**src/rtl/mult_pkg.sv**
```systemverilog
// Shared definitions for the shift-add multiplier: FSM states,
// default operand width and the counter-width helper.
package mult_pkg;

  localparam int MULT_N_DEFAULT = 4;

  typedef enum logic [1:0] {
    IDLE = 2'd0,
    RUN  = 2'd1,
    DONE = 2'd2
  } state_t;

  // Bits needed to count 0..n-1; never less than one bit.
  function automatic int clog2(input int n);
    int w;
    w = 0;
    for (int i = 0; i < 32; i++) begin
      if ((1 << w) < n) w = w + 1;
    end
    return (w < 1) ? 1 : w;
  endfunction

endpackage

```
**src/rtl/carry_lookahead_adder.sv**
```systemverilog
// N-bit carry-lookahead adder: every carry is formed directly from the
// generate/propagate terms and cin rather than rippling.
module carry_lookahead_adder #(
  parameter int N = 4
) (
  input  logic [N-1:0] a,
  input  logic [N-1:0] b,
  input  logic         cin,
  output logic [N-1:0] sum,
  output logic         cout
);

  logic [N-1:0] gen;
  logic [N-1:0] prp;
  logic [N:0]   c;
  logic         term;
  logic         chain;

  assign gen = a & b;
  assign prp = a ^ b;

  // c[i+1] = g[i] | p[i]g[i-1] | ... | p[i..0]cin, fully expanded
  always_comb begin
    c     = '0;
    term  = 1'b0;
    chain = 1'b0;
    c[0]  = cin;
    for (int i = 0; i < N; i++) begin
      term  = gen[i];
      chain = prp[i];
      for (int j = i - 1; j >= 0; j--) begin
        term  = term | (chain & gen[j]);
        chain = chain & prp[j];
      end
      c[i+1] = term | (chain & cin);
    end
  end

  assign sum  = prp ^ c[N-1:0];
  assign cout = c[N];

endmodule

```
**src/rtl/shift_add_multiplier.sv**
```systemverilog
// Sequential unsigned N x N -> 2N shift-add multiplier with valid/ready
// handshakes on both sides. One partial-product step per RUN cycle.
// Optional feature: define MULT_EARLY_EXIT_EN to finish as soon as the
// remaining multiplier bits are all zero (latency = msb index of b + 1).
module shift_add_multiplier
  import mult_pkg::*;
#(
  parameter int N = MULT_N_DEFAULT
) (
  input  logic           clk,
  input  logic           rst_n,
  input  logic           in_valid,
  output logic           in_ready,
  input  logic [N-1:0]   a,
  input  logic [N-1:0]   b,
  output logic           out_valid,
  input  logic           out_ready,
  output logic [2*N-1:0] product,
  output logic           busy
);

  localparam int CW = clog2(N);

  state_t         state, state_nx;
  logic [2*N-1:0] p;        // {accumulator, unconsumed multiplier bits}
  logic [2*N-1:0] p_step;   // P after one add-and-shift
  logic [2*N-1:0] p_run;    // value loaded into P this RUN cycle
  logic [N-1:0]   mcand;
  logic [N-1:0]   addend;
  logic [N-1:0]   sum;
  logic           cout;
  logic [CW-1:0]  cnt;
  logic           last;

  // Multiplicand is gated by the current multiplier bit.
  assign addend = mcand & {N{p[0]}};

  carry_lookahead_adder #(.N(N)) u_cla (
    .a    (p[2*N-1:N]),
    .b    (addend),
    .cin  (1'b0),
    .sum  (sum),
    .cout (cout)
  );

  assign p_step = {cout, sum, p[N-1:1]};

`ifdef MULT_EARLY_EXIT_EN
  logic [N-1:0] rem_mask;

  // Stop once the multiplier bits left after this step are zero; the
  // skipped steps would only add zero and shift, so shift them in one go.
  always_comb begin
    rem_mask = {N{1'b1}} >> (32'(cnt) + 32'd1);
    last     = ((p[N-1:0] >> 1) & rem_mask) == '0;
    p_run    = p_step >> (32'(N - 1) - 32'(cnt));
  end
`else
  // Fixed latency: exactly N steps.
  always_comb begin
    last  = (cnt == CW'(N - 1));
    p_run = p_step;
  end
`endif

  // State register
  always_ff @(posedge clk) begin
    if (!rst_n) state <= IDLE;
    else        state <= state_nx;
  end

  // Next-state logic
  always_comb begin
    state_nx = state;
    case (state)
      IDLE:    if (in_valid)  state_nx = RUN;
      RUN:     if (last)      state_nx = DONE;
      DONE:    if (out_ready) state_nx = IDLE;
      default:                state_nx = IDLE;
    endcase
  end

  // Datapath: load operands on accept, step P during RUN, hold otherwise
  always_ff @(posedge clk) begin
    if (!rst_n) begin
      p     <= '0;
      mcand <= '0;
      cnt   <= '0;
    end else begin
      case (state)
        IDLE: if (in_valid) begin
          mcand <= a;
          p     <= {{N{1'b0}}, b};
          cnt   <= '0;
        end
        RUN: begin
          p   <= p_run;
          cnt <= cnt + CW'(1);
        end
        default: ;
      endcase
    end
  end

  assign in_ready  = (state == IDLE);
  assign out_valid = (state == DONE);
  assign busy      = (state != IDLE);
  assign product   = p;

endmodule

```
**config.mk**
```make
export PLATFORM = sky130hd
export DESIGN_NAME = shift_add_multiplier
export DESIGN_NICKNAME = d
export VERILOG_FILES = /design/src/rtl/mult_pkg.sv /design/src/rtl/carry_lookahead_adder.sv /design/src/rtl/shift_add_multiplier.sv
export SDC_FILE = /design/constraint.sdc
export NUM_CORES = 1
export LEC_CHECK = 0
export ABC_AREA = 1
export CAP_MARGIN = 20
export CORE_MARGIN = 8
export CORE_UTILIZATION = 25
export DETAILED_ROUTE_END_ITERATION = 6
export SLEW_MARGIN = 20
export SYNTH_ARGS = -nofsm -noshare
export SYNTH_HDL_FRONTEND = slang
export SYNTH_HIERARCHICAL = 1
export SYNTH_SLANG_ARGS = --single-unit
export TNS_END_PERCENT = 20
```
**constraint.sdc**
```tcl
create_clock -name clk -period 4.35 [get_ports clk]
set_input_delay 0.435 -clock clk [delete_from_list [all_inputs] [get_ports clk]]
set_output_delay 0.435 -clock clk [all_outputs]
set_load 0.005 [all_outputs]
```
==> summary.md, run 1 <==
| Metric | Value |
|---|---|
| Worst-skew pair later-pin latency | `roughly 0.24 ns` |
| WL final | `2070 um` |
| Critical Path Max Stage Delay | `0.60 ns` |
| Post-CTS Setup Bufs | `0` |
| CTS tree | `done` |
| Via/cell ratio | `4.02` |
| Most common library cell in the layout ignoring fill and taps | `nand2_1` |
| Type of origin of the critical path | `flip-flop` |
| Placed cells | `209` |
| Top cell family by delay on the critical path | `flip-flops` |
| Final Max Slew Viols | `0` |
| Leak pwr | `around 0.60 nW` |
| Buf+Inv Stages, Crit Path | `2` |
| Filler cell count in the final layout | `411` |
| Cells along the critical path | `inv_1 > nand2_1 > clkdlybuf4s50_1` |
| Warnings from Yosys | `6` |
| Antenna Violating Nets Remaining | `0` |
| GR Util All Layers | `0.0722` |
| Die X-Extent | `a little under 80 um` |
| Final setup margin | `2.43 ns` |
| Final min period | `1.92 ns` |
| FF+latch count, synth | `16` |
| Synth Cell Area | `932 um^2` |
| Total grt overflow | `0` |
| Max Freq | `522 MHz` |
| Outcome | `completed` |
| Layout Cells excl Fill | `213` |
| Clock Pin Slew Worst Setup and Hold Paths | `0.07 ns` |
| Worst min-delay path category | `reg2reg` |
| Hold path depth | `2` |
| Number of buffers created by CTS | `3` |
| Setup_tns | `0 ns` |
| Area growth, synth to finish | `34.0%` |
| Layout cells sized above 1 | `0.0545` |
| Clk buf depth | `2` |
| Syn avg cell area | `6.66 um^2` |
| Clk_skew | `0.00157 ns` |
| WL per Instance | `around 9.7 um` |
| First drt pass iteration count | `4` |
| Most frequent cells in the layout | `nand2_1 (42), clkdlybuf4s50_1 (22), inv_1 (21), nor2_1 (21), dfxtp_1 (16)` |
| Max-Cap Viols | `0` |
| Flop2flop setup slack | `around 2.8 ns` |
| Endpoint type of the worst setup path | `output port` |
| Hold_buf cts | `0` |
| GP Congestion | `0.778` |
| Core ar. | `approximately 3600 um^2` |
| End of the worst register-to-register path | `product[3]` |
| Die Height | `77.1 um` |
| Drc violations | `0` |
| CP startpoint | `state[0]` |
| TritonCTS Sinks | `16` |
| Initial core utilization | `0.257` |
| Root Buffer | `clkbuf_8` |
| Max VDD drop | `0.121 mV` |
| Worst r2r src | `product[0]` |
| Cell variety after synth | `21` |
| Register area share after synthesis | `0.344` |
| CP max-delay cell | `dfxtp_1` |
| Die Area | `5940 um^2` |
| Nets | `184` |
| Initial antenna violation count | `0` |
| WHS | `0.466 ns` |
| Power Density | `288 nW/um^2` |
| Worst slack at placement | `2.69 ns` |
| Post-DP HPWL | `1630 um` |
| Count of final hold-check violations | `0` |
| CP max FO | `9` |
| H-tree lvl count | `1` |
| Final setup viols | `0` |
| I/O pin total | `23` |
| Worst path arrival time | `1.48 ns` |
| R2R depth | `9` |
| Hold path start | `cnt[1]` |
| Synth Instances | `140` |
| Vias in the first global route | `838` |
| Vias | `857` |
| Crit share post-route | `0.441` |
| RSZ-0062 raised after global routing | `no` |
| First-pass GRT wire length | `3640 um` |
| Largest net degree at the start of global routing | `15` |
| Antenna Diode Count | `0` |
| Post-CTS sizing | `0` |
| Worst path required time | `3.91 ns` |
| Num rows | `22` |
| Initial drt markers | `58` |
| Critical setup path kind | `reg2out` |
| Hold EP | `cnt[1]` |
| Port Buf Inserts | `22` |
per-layer routing:
layer | part of all wire | wire [um] | track usage | vias up
li1 | - | - | - | 477
met1 | 0.50 | 1040 | 0.0926 | 366
met2 | 0.44 | 920 | 0.112 | 12
met3 | 0.047 | 97 | 0.0221 | 2
met4 | 0.0058 | 12 | 0.0226 | 0
met5 | 0 | 0 | 0 | -
Yosys cell counts:
master,instances,share of area
dfxtp_1,16,0.34
buf_6,2,0.024
clkbuf_1,1,0.0040
or2_0,1,0.0067
fa_1,1,0.021
nand2_1,42,0.17
conb_1,1,0.0040
inv_2,1,0.0040
xnor2_1,1,0.0094
nand2_2,1,0.0067
nor2_4,1,0.012
o21a_1,1,0.0081
ha_1,5,0.067
inv_1,21,0.085
o21ai_0,5,0.027
nand2_4,1,0.012
nor2_1,21,0.085
nand4_1,2,0.013
a21oi_1,7,0.038
o21ai_4,1,0.017
nand3_1,8,0.043
stage by stage:
stage / instance area [um^2] / utilization / total power, mW
floorplan: 940 / - / 0.205
global placement: 1190 / 0.329 / 0.232
detailed placement: 1190 / 0.329 / 0.232
CTS: 1250 / 0.344 / 0.366
global route: 1250 / 0.344 / 0.385
finish: 1250 / 0.344 / 0.360
state kept, by name, summed over array words and instances, names as in the netlist:
signal / flops
state: 2
product: 8
mcand: 4
cnt: 2
where the power goes:
| group | leakage [nW] | internal [mW] | switching, mW |
|---|---|---|---|
| Sequential | 0.131 | 0.156 | 0.00908 |
| Clock | 0.0288 | 0.0802 | 0.0513 |
| Combinational | 0.435 | 0.0328 | 0.0305 |
worst max-delay path by stage:
stage | endpoint | slack, ns | depth (start not counted)
global route | busy | 2.30 | 3
global placement | busy | 2.71 | 3
floorplan | product[3] | 2.94 | 9
finish | busy | 2.43 | 3
CTS | busy | 2.42 | 3
detailed placement | busy | 2.69 | 3
cells by family (layout without fill, tap and decap cells):
kind of cell	count (synthesis)	count (layout)	synth area share
AO/OA/AOI/OAI	14	14	0.0899
XOR/XNOR	1	1	0.00940
adder cells (fa/ha/maj)	6	6	0.0886
buffers and inverters	25	48	0.117
flip-flops	16	16	0.344
other	1	3	0.00402
AND/OR/NAND/NOR	77	77	0.348
worst register-to-register path, stage by stage (launching register included):
cell	delay, ns
dfxtp_1	0.43
nand2_1	0.09
inv_1	0.10
inv_1	0.06
fa_1	0.49
inv_1	0.04
nand3_1	0.07
nand2_1	0.06
nor2_1	0.09
nor2_1	0.04
cell type report:
| cell class | instances | area [um^2] | share of cell area |
|---|---|---|---|
| Tap cell | 48 | 60.1 | 0.0481 |
| Clock buffer | 4 | 55.1 | 0.0441 |
| Timing Repair Buffer | 22 | 220 | 0.176 |
| Inverter | 22 | 82.6 | 0.0661 |
| Multi-Input combinational cell | 101 | 510 | 0.409 |
| Sequential cell | 16 | 320 | 0.257 |
No activity file was read; power rests on OpenSTA's default activity.
==> run 2: changes to the inputs <==
==> constraint.sdc (replaced) <==
create_clock -name clk -period 1.6 [get_ports clk]
set_input_delay 0.16 -clock clk [delete_from_list [all_inputs] [get_ports clk]]
set_output_delay 0.16 -clock clk [all_outputs]
set_load 0.005 [all_outputs]
==> summary.md, run 2 (same netlist as run 1, synthesis figures left out) <==
| Metric | Value |
|---|---|
| Outcome | `completed` |
| Worst path required time | `1.44 ns (-2.47 ns)` |
| Number of buffers created by CTS | `3 (unchanged)` |
| Via/cell ratio | `4.07 (+1.2%)` |
| Die Area | `5940 um^2 (unchanged)` |
| Die X-Extent | `77.1 um (unchanged)` |
| Max-Cap Viols | `0 (unchanged)` |
| Power Density | `782 nW/um^2 (+170%)` |
| Hold_buf cts | `0 (unchanged)` |
| Crit share post-route | `0.956` |
| RSZ-0062 raised after global routing | `no` |
| Endpoint type of the worst setup path | `output port` |
| Max Freq | `about 650 MHz` |
| Final setup viols | `0 (unchanged)` |
| H-tree lvl count | `1 (unchanged)` |
| Clock Pin Slew Worst Setup and Hold Paths | `0.06 ns (about the same)` |
| Antenna Violating Nets Remaining | `0 (unchanged)` |
| Drc violations | `0 (unchanged)` |
| Layout cells sized above 1 | `0.0778 (+0.0233)` |
| CTS tree | `done` |
| Top Usage Layer GRT | `met2` |
| First-pass GRT wire length | `3560 um (-2.3%)` |
| Design Power | `990 uW (+180%)` |
| Area growth, synth to finish | `35.8%` |
| Cells along the critical path | `inv_2 > nor2_1 > clkdlybuf4s50_1` |
| Flop2flop setup slack | `0.15 ns (-2.63 ns)` |
| WL final | `2110 um (+1.8%)` |
| Vias in the first global route | `836 (-0.24%)` |
| Type of origin of the critical path | `flip-flop` |
| GR Layer Usage met3 | `0.0350 (+0.0128)` |
| Worst r2r src | `product[0]` |
| Grt met2 use | `0.116 (+0.00425)` |
| Post-route cell area | `1270 um^2 (+1.4%)` |
| Core ar. | `3630 um^2 (unchanged)` |
| WL per Instance | `9.81 um (+0.89%)` |
| Post-DP HPWL | `1690 um (+3.5%)` |
| Antenna Diode Count | `0 (unchanged)` |
| CP startpoint | `state[1]` |
| TritonCTS Sinks | `16 (unchanged)` |
| Port Buf Inserts | `22 (unchanged)` |
| CP max-delay cell | `clkdlybuf4s50_1` |
| Met1 Resource Use GR | `0.0791 (-0.0135)` |
| Max FFs per register | `8 (unchanged)` |
| Hold path start | `cnt[1]` |
| Max VDD drop | `0.435 mV (+260%)` |
| Clk_skew | `0.00154 ns (-0.0000267 ns)` |
| Most frequent cells in the layout | `nand2_1 (42), clkdlybuf4s50_1 (22), inv_1 (21), nor2_1 (21), dfxtp_1 (14)` |
| I/O pin total | `23 (unchanged)` |
| Worst min-delay path category | `reg2reg` |
| Critical setup path kind | `reg2out` |
| Worst path arrival time | `1.37 ns (-0.11 ns)` |
| Vias | `875 (+2.1%)` |
| Total grt overflow | `0 (unchanged)` |
| Worst-skew pair later-pin latency | `0.25 ns (about the same)` |
| Largest net degree at the start of global routing | `15 (unchanged)` |
| GR Util All Layers | `0.0748 (+0.00265)` |
| Root Buffer | `clkbuf_8` |
| Setup_tns | `0 ns (unchanged)` |
| Placed inst area | `1210 um^2 (+1.3%)` |
| GP Congestion | `0.757 (-2.7%)` |
| Count of final hold-check violations | `0 (unchanged)` |
| Critical Path Max Stage Delay | `0.52 ns (-0.08 ns)` |
| Initial drt markers | `44 (-24%)` |
| Most common library cell in the layout ignoring fill and taps | `nand2_1` |
| Die Height | `77.1 um (unchanged)` |
| First drt pass iteration count | `4 (unchanged)` |
| Initial antenna violation count | `0 (unchanged)` |
| Final min period | `1.53 ns` |
| Num rows | `22 (unchanged)` |
| Nets | `186 (+1.1%)` |
| Leak pwr | `0.607 nW (+1.9%)` |
| CP max FO | `8 (-1)` |
| Final Max Slew Viols | `0 (unchanged)` |
| Initial core utilization | `0.257 (unchanged)` |
| Clk buf depth | `2 (unchanged)` |
==> run 2: worst max-delay path, delay by kind of cell, from the launching register on <==
kind / cells / cell delay (ns)
simple gates: 1 / 0.14
buf+inv: 2 / 0.62
flops: 1 / 0.36
==> run 2: final cells by class <==
type | instances | area (um^2)
Tap cell | 48 | 60.1
Clock buffer | 4 | 55.1
Fill cell | 409 | 2370
Sequential cell | 16 | 323
Timing Repair Buffer | 24 | 235
Inverter | 22 | 82.6
Multi-Input combinational cell | 101 | 510
==> run 2: timing repair <==
action                                  CTS  global route
gates resized for setup                   1             1
endpoints found under the setup margin    1             2
setup buffers                             0             0
==> run 2: path summary, 6_finish.rpt <==
kind,end,cells after the start
hold reg to reg,cnt[1],2
setup reg to reg,product[6],9
setup / recovery,out_valid,3
hold / removal,cnt[1],2
==> run 2: per-stage QoR <==
| stage | worst slack (ns) | cells | hold slack (ns) | utilization |
|---|---|---|---|---|
| after floorplan | 0.192 | 142 | 0.324 | - |
| after global placement | 0.130 | 211 | 0.452 | 0.333 |
| after detailed placement | 0.110 | 211 | 0.460 | 0.333 |
| after CTS | 0.0500 | 215 | 0.470 | 0.348 |
| after global routing | 0.00107 | 215 | 0.508 | 0.348 |
| final | 0.0705 | 215 | 0.470 | 0.348 |
==> run 2: power breakdown <==
group	internal, mW	total [mW]	switching [mW]
sequential	0.424	0.443	0.0191
combinational	0.0928	0.181	0.0884
clock	0.219	0.365	0.147
total	0.736	0.990	0.254
==> run 2: metal layers <==
layer	vias up	share of wire
met5	-	0
met4	0	0.026
met3	5	0.070
met2	17	0.43
met1	374	0.47
li1	479	-
==> run 3: changes to the inputs <==
--- a/config.mk
+++ b/config.mk
@@ -10,6 +10,7 @@
 export CORE_MARGIN = 8
 export CORE_UTILIZATION = 25
 export DETAILED_ROUTE_END_ITERATION = 6
+export RECOVER_POWER = 100
 export SLEW_MARGIN = 20
 export SYNTH_ARGS = -nofsm -noshare
 export SYNTH_HDL_FRONTEND = slang
==> summary.md, run 3 (same netlist as run 1, synthesis figures left out) <==
| Metric | Value |
|---|---|
| Endpoint type of the worst setup path | `output port` |
| End of the worst register-to-register path | `product[2]` |
| Via/cell ratio | `4.04 (-0.69%)` |
| Most frequent cells in the layout | `nand2_1 (42), inv_1 (21), nor2_1 (21)` |
| Largest net degree at the start of global routing | `15 (unchanged)` |
| Hold path depth | `2 (unchanged)` |
| Sw frac | `0.256 (-0.00102)` |
| Post-DP HPWL | `1690 um (unchanged)` |
| Power Density | `779 nW/um^2 (-0.30%)` |
| Antenna Diode Count | `0 (unchanged)` |
| Post-route cell area | `1250 um^2 (-0.89%)` |
| Drc violations | `0 (unchanged)` |
| Leak pwr | `0.623 nW (+2.6%)` |
| Max VDD drop | `0.431 mV (-0.93%)` |
| Clk buf depth | `2 (unchanged)` |
| Sequential power share | `0.453 (+0.005)` |
| Nets | `186 (unchanged)` |
| Die Area | `5940 um^2 (unchanged)` |
| Max-Cap Viols | `0 (unchanged)` |
| Logic pwr share | `0.176 (-0.007)` |
| Worst min-delay path category | `reg2reg` |
| Num rows | `22 (unchanged)` |
| Filler cell count in the final layout | `409 (unchanged)` |
| Clock power share | `0.371 (+0.002)` |
| Length of routed met3 wiring | `141 um (-4.1%)` |
| Total grt overflow | `0 (unchanged)` |
| Most common library cell in the layout ignoring fill and taps | `nand2_1` |
| Area growth, synth to finish | `34.6%` |
| Antenna Violating Nets Remaining | `0 (unchanged)` |
| Port Buf Inserts | `22 (unchanged)` |
| Initial antenna violation count | `0 (unchanged)` |
| Clk_skew | `0.00125 ns (-0.000289 ns)` |
| Initial core utilization | `0.257 (unchanged)` |
| Flop2flop setup slack | `0.14 ns (about the same)` |
| Top layer in use | `met4` |
| Post-CTS Setup Bufs | `0 (unchanged)` |
| Vias | `869 (-0.69%)` |
| First drt pass iteration count | `4 (unchanged)` |
| Hold EP | `cnt[1]` |
| Number of buffers created by CTS | `3 (unchanged)` |
| H-tree lvl count | `1 (unchanged)` |
| CP max FO | `8 (unchanged)` |
| Worst-skew pair later-pin latency | `0.25 ns (about the same)` |
| Die X-Extent | `77.1 um (unchanged)` |
| Multi-input logic area | `503 um^2 (-1.5%)` |
| RSZ-0062 raised after global routing | `no` |
| Setup_tns | `0 ns (unchanged)` |
| I/O pin total | `23 (unchanged)` |
| First-pass GRT wire length | `3560 um (unchanged)` |
| GP Congestion | `0.757 (unchanged)` |
| Die Height | `77.1 um (unchanged)` |
| Clock Pin Slew Worst Setup and Hold Paths | `0.06 ns (about the same)` |
| R2R depth | `5 (-4)` |
| Root Buffer | `clkbuf_8` |
| Core ar. | `3630 um^2 (unchanged)` |
| Hold_buf cts | `0 (unchanged)` |
| Storage cell area | `323 um^2 (unchanged)` |
| Final setup viols | `0 (unchanged)` |
| Critical setup path kind | `reg2out` |
| GR Util All Layers | `0.0748 (unchanged)` |
| Worst r2r src | `state[0]` |
| Initial drt markers | `47 (+6.8%)` |
| Final Max Slew Viols | `0 (unchanged)` |
| Type of origin of the critical path | `flip-flop` |
| CTS tree | `done` |
| Max FFs per register | `8 (unchanged)` |
| Hold path start | `cnt[1]` |
| Max Freq | `659 MHz (+0.77%)` |
| Vias in the first global route | `836 (unchanged)` |
| Worst slew pin tran | `0.585 ns` |
| Worst path arrival time | `1.36 ns (about the same)` |
| Psw | `250 uW (-1.6%)` |
| Internal power | `728 uW (-1.0%)` |
| Crit share post-route | `0.949 (-0.00729)` |
| Outcome | `completed` |
| WL per Instance | `9.79 um (-0.19%)` |
| Worst path required time | `1.44 ns (about the same)` |
| Routed wl met2 | `929 um (+1.5%)` |
| Placed inst area | `1210 um^2 (unchanged)` |
| Worst slew margin | `0.610` |
| TritonCTS Sinks | `16 (unchanged)` |
| Final min period | `1.52 ns (-0.0117 ns)` |
| WL met1 | `979 um (-1.2%)` |
| WL final | `2110 um (-0.19%)` |
| Layout cells sized above 1 | `0.0719 (-0.00599)` |
| Count of final hold-check violations | `0 (unchanged)` |
==> run 3: cell types whose count changed in the layout (fill, tap and decap cells not counted), sizes merged <==
cell           previous run  this run
dlygate4sd3               0         9
clkbuf                    4         5
clkdlybuf4s50            22        13
buf                       2         1
==> run 3: cell type report <==
cell class                 instances  area share
clock buffer                       4      0.0439
timing repair buffer              24       0.184
tap                               48      0.0479
multi-input combinational        101       0.401
inverter                          22      0.0658
sequential                        16       0.257
==> run 3: routing by layer <==
layer  up-vias  GRT usage
li1        478          -
met1       371     0.0791
met2        15      0.116
met3         5     0.0350
met4         0     0.0509
met5         -          0
==> run 3: per-stage QoR <==
step	hold WS [ns]	utilization	total power, mW	cells	setup slack, ns
floorplan	0.324	-	0.558	142	0.192
global placement	0.452	0.333	0.635	211	0.130
detailed placement	0.460	0.333	0.636	211	0.110
CTS	0.470	0.348	1.01	215	0.0500
global route	0.508	0.345	1.04	215	0.0113
finish	0.470	0.345	0.978	215	0.0821
==> run 3: timing repair <==
item / 4_1_cts / 5_1_grt
endpoints found under the setup margin: 1 / 2
gates resized for setup: 1 / 1
gates cloned: 0 / 0
==> run 3: worst max path at each step <==
stage,start,to,slack (ns)
6_report,state[1],out_valid,0.08
4_1_cts,state[1],out_valid,0.05
2_1_floorplan,product[0],product[3],0.19
5_1_grt,state[1],out_valid,0.01
3_3_place_gp,product[0],product[3],0.13
3_5_place_dp,product[0],product[3],0.11
==> run 3: power by group through the flow <==
| stage | sequential (mW) | combinational, mW | clock, mW |
|---|---|---|---|
| after global placement | 0.451 | 0.184 | 0 |
| after detailed placement | 0.452 | 0.184 | 0 |
| after CTS | 0.443 | 0.184 | 0.378 |
| after floorplan | 0.448 | 0.111 | 0 |
| after global routing | 0.446 | 0.198 | 0.396 |
| final | 0.443 | 0.172 | 0.363 |
==> run 3: critical path, stage by stage (launching register included) <==
cell             delay, ns
dfxtp_2               0.36
inv_2                 0.09
nor2_1                0.13
clkdlybuf4s50_1       0.52
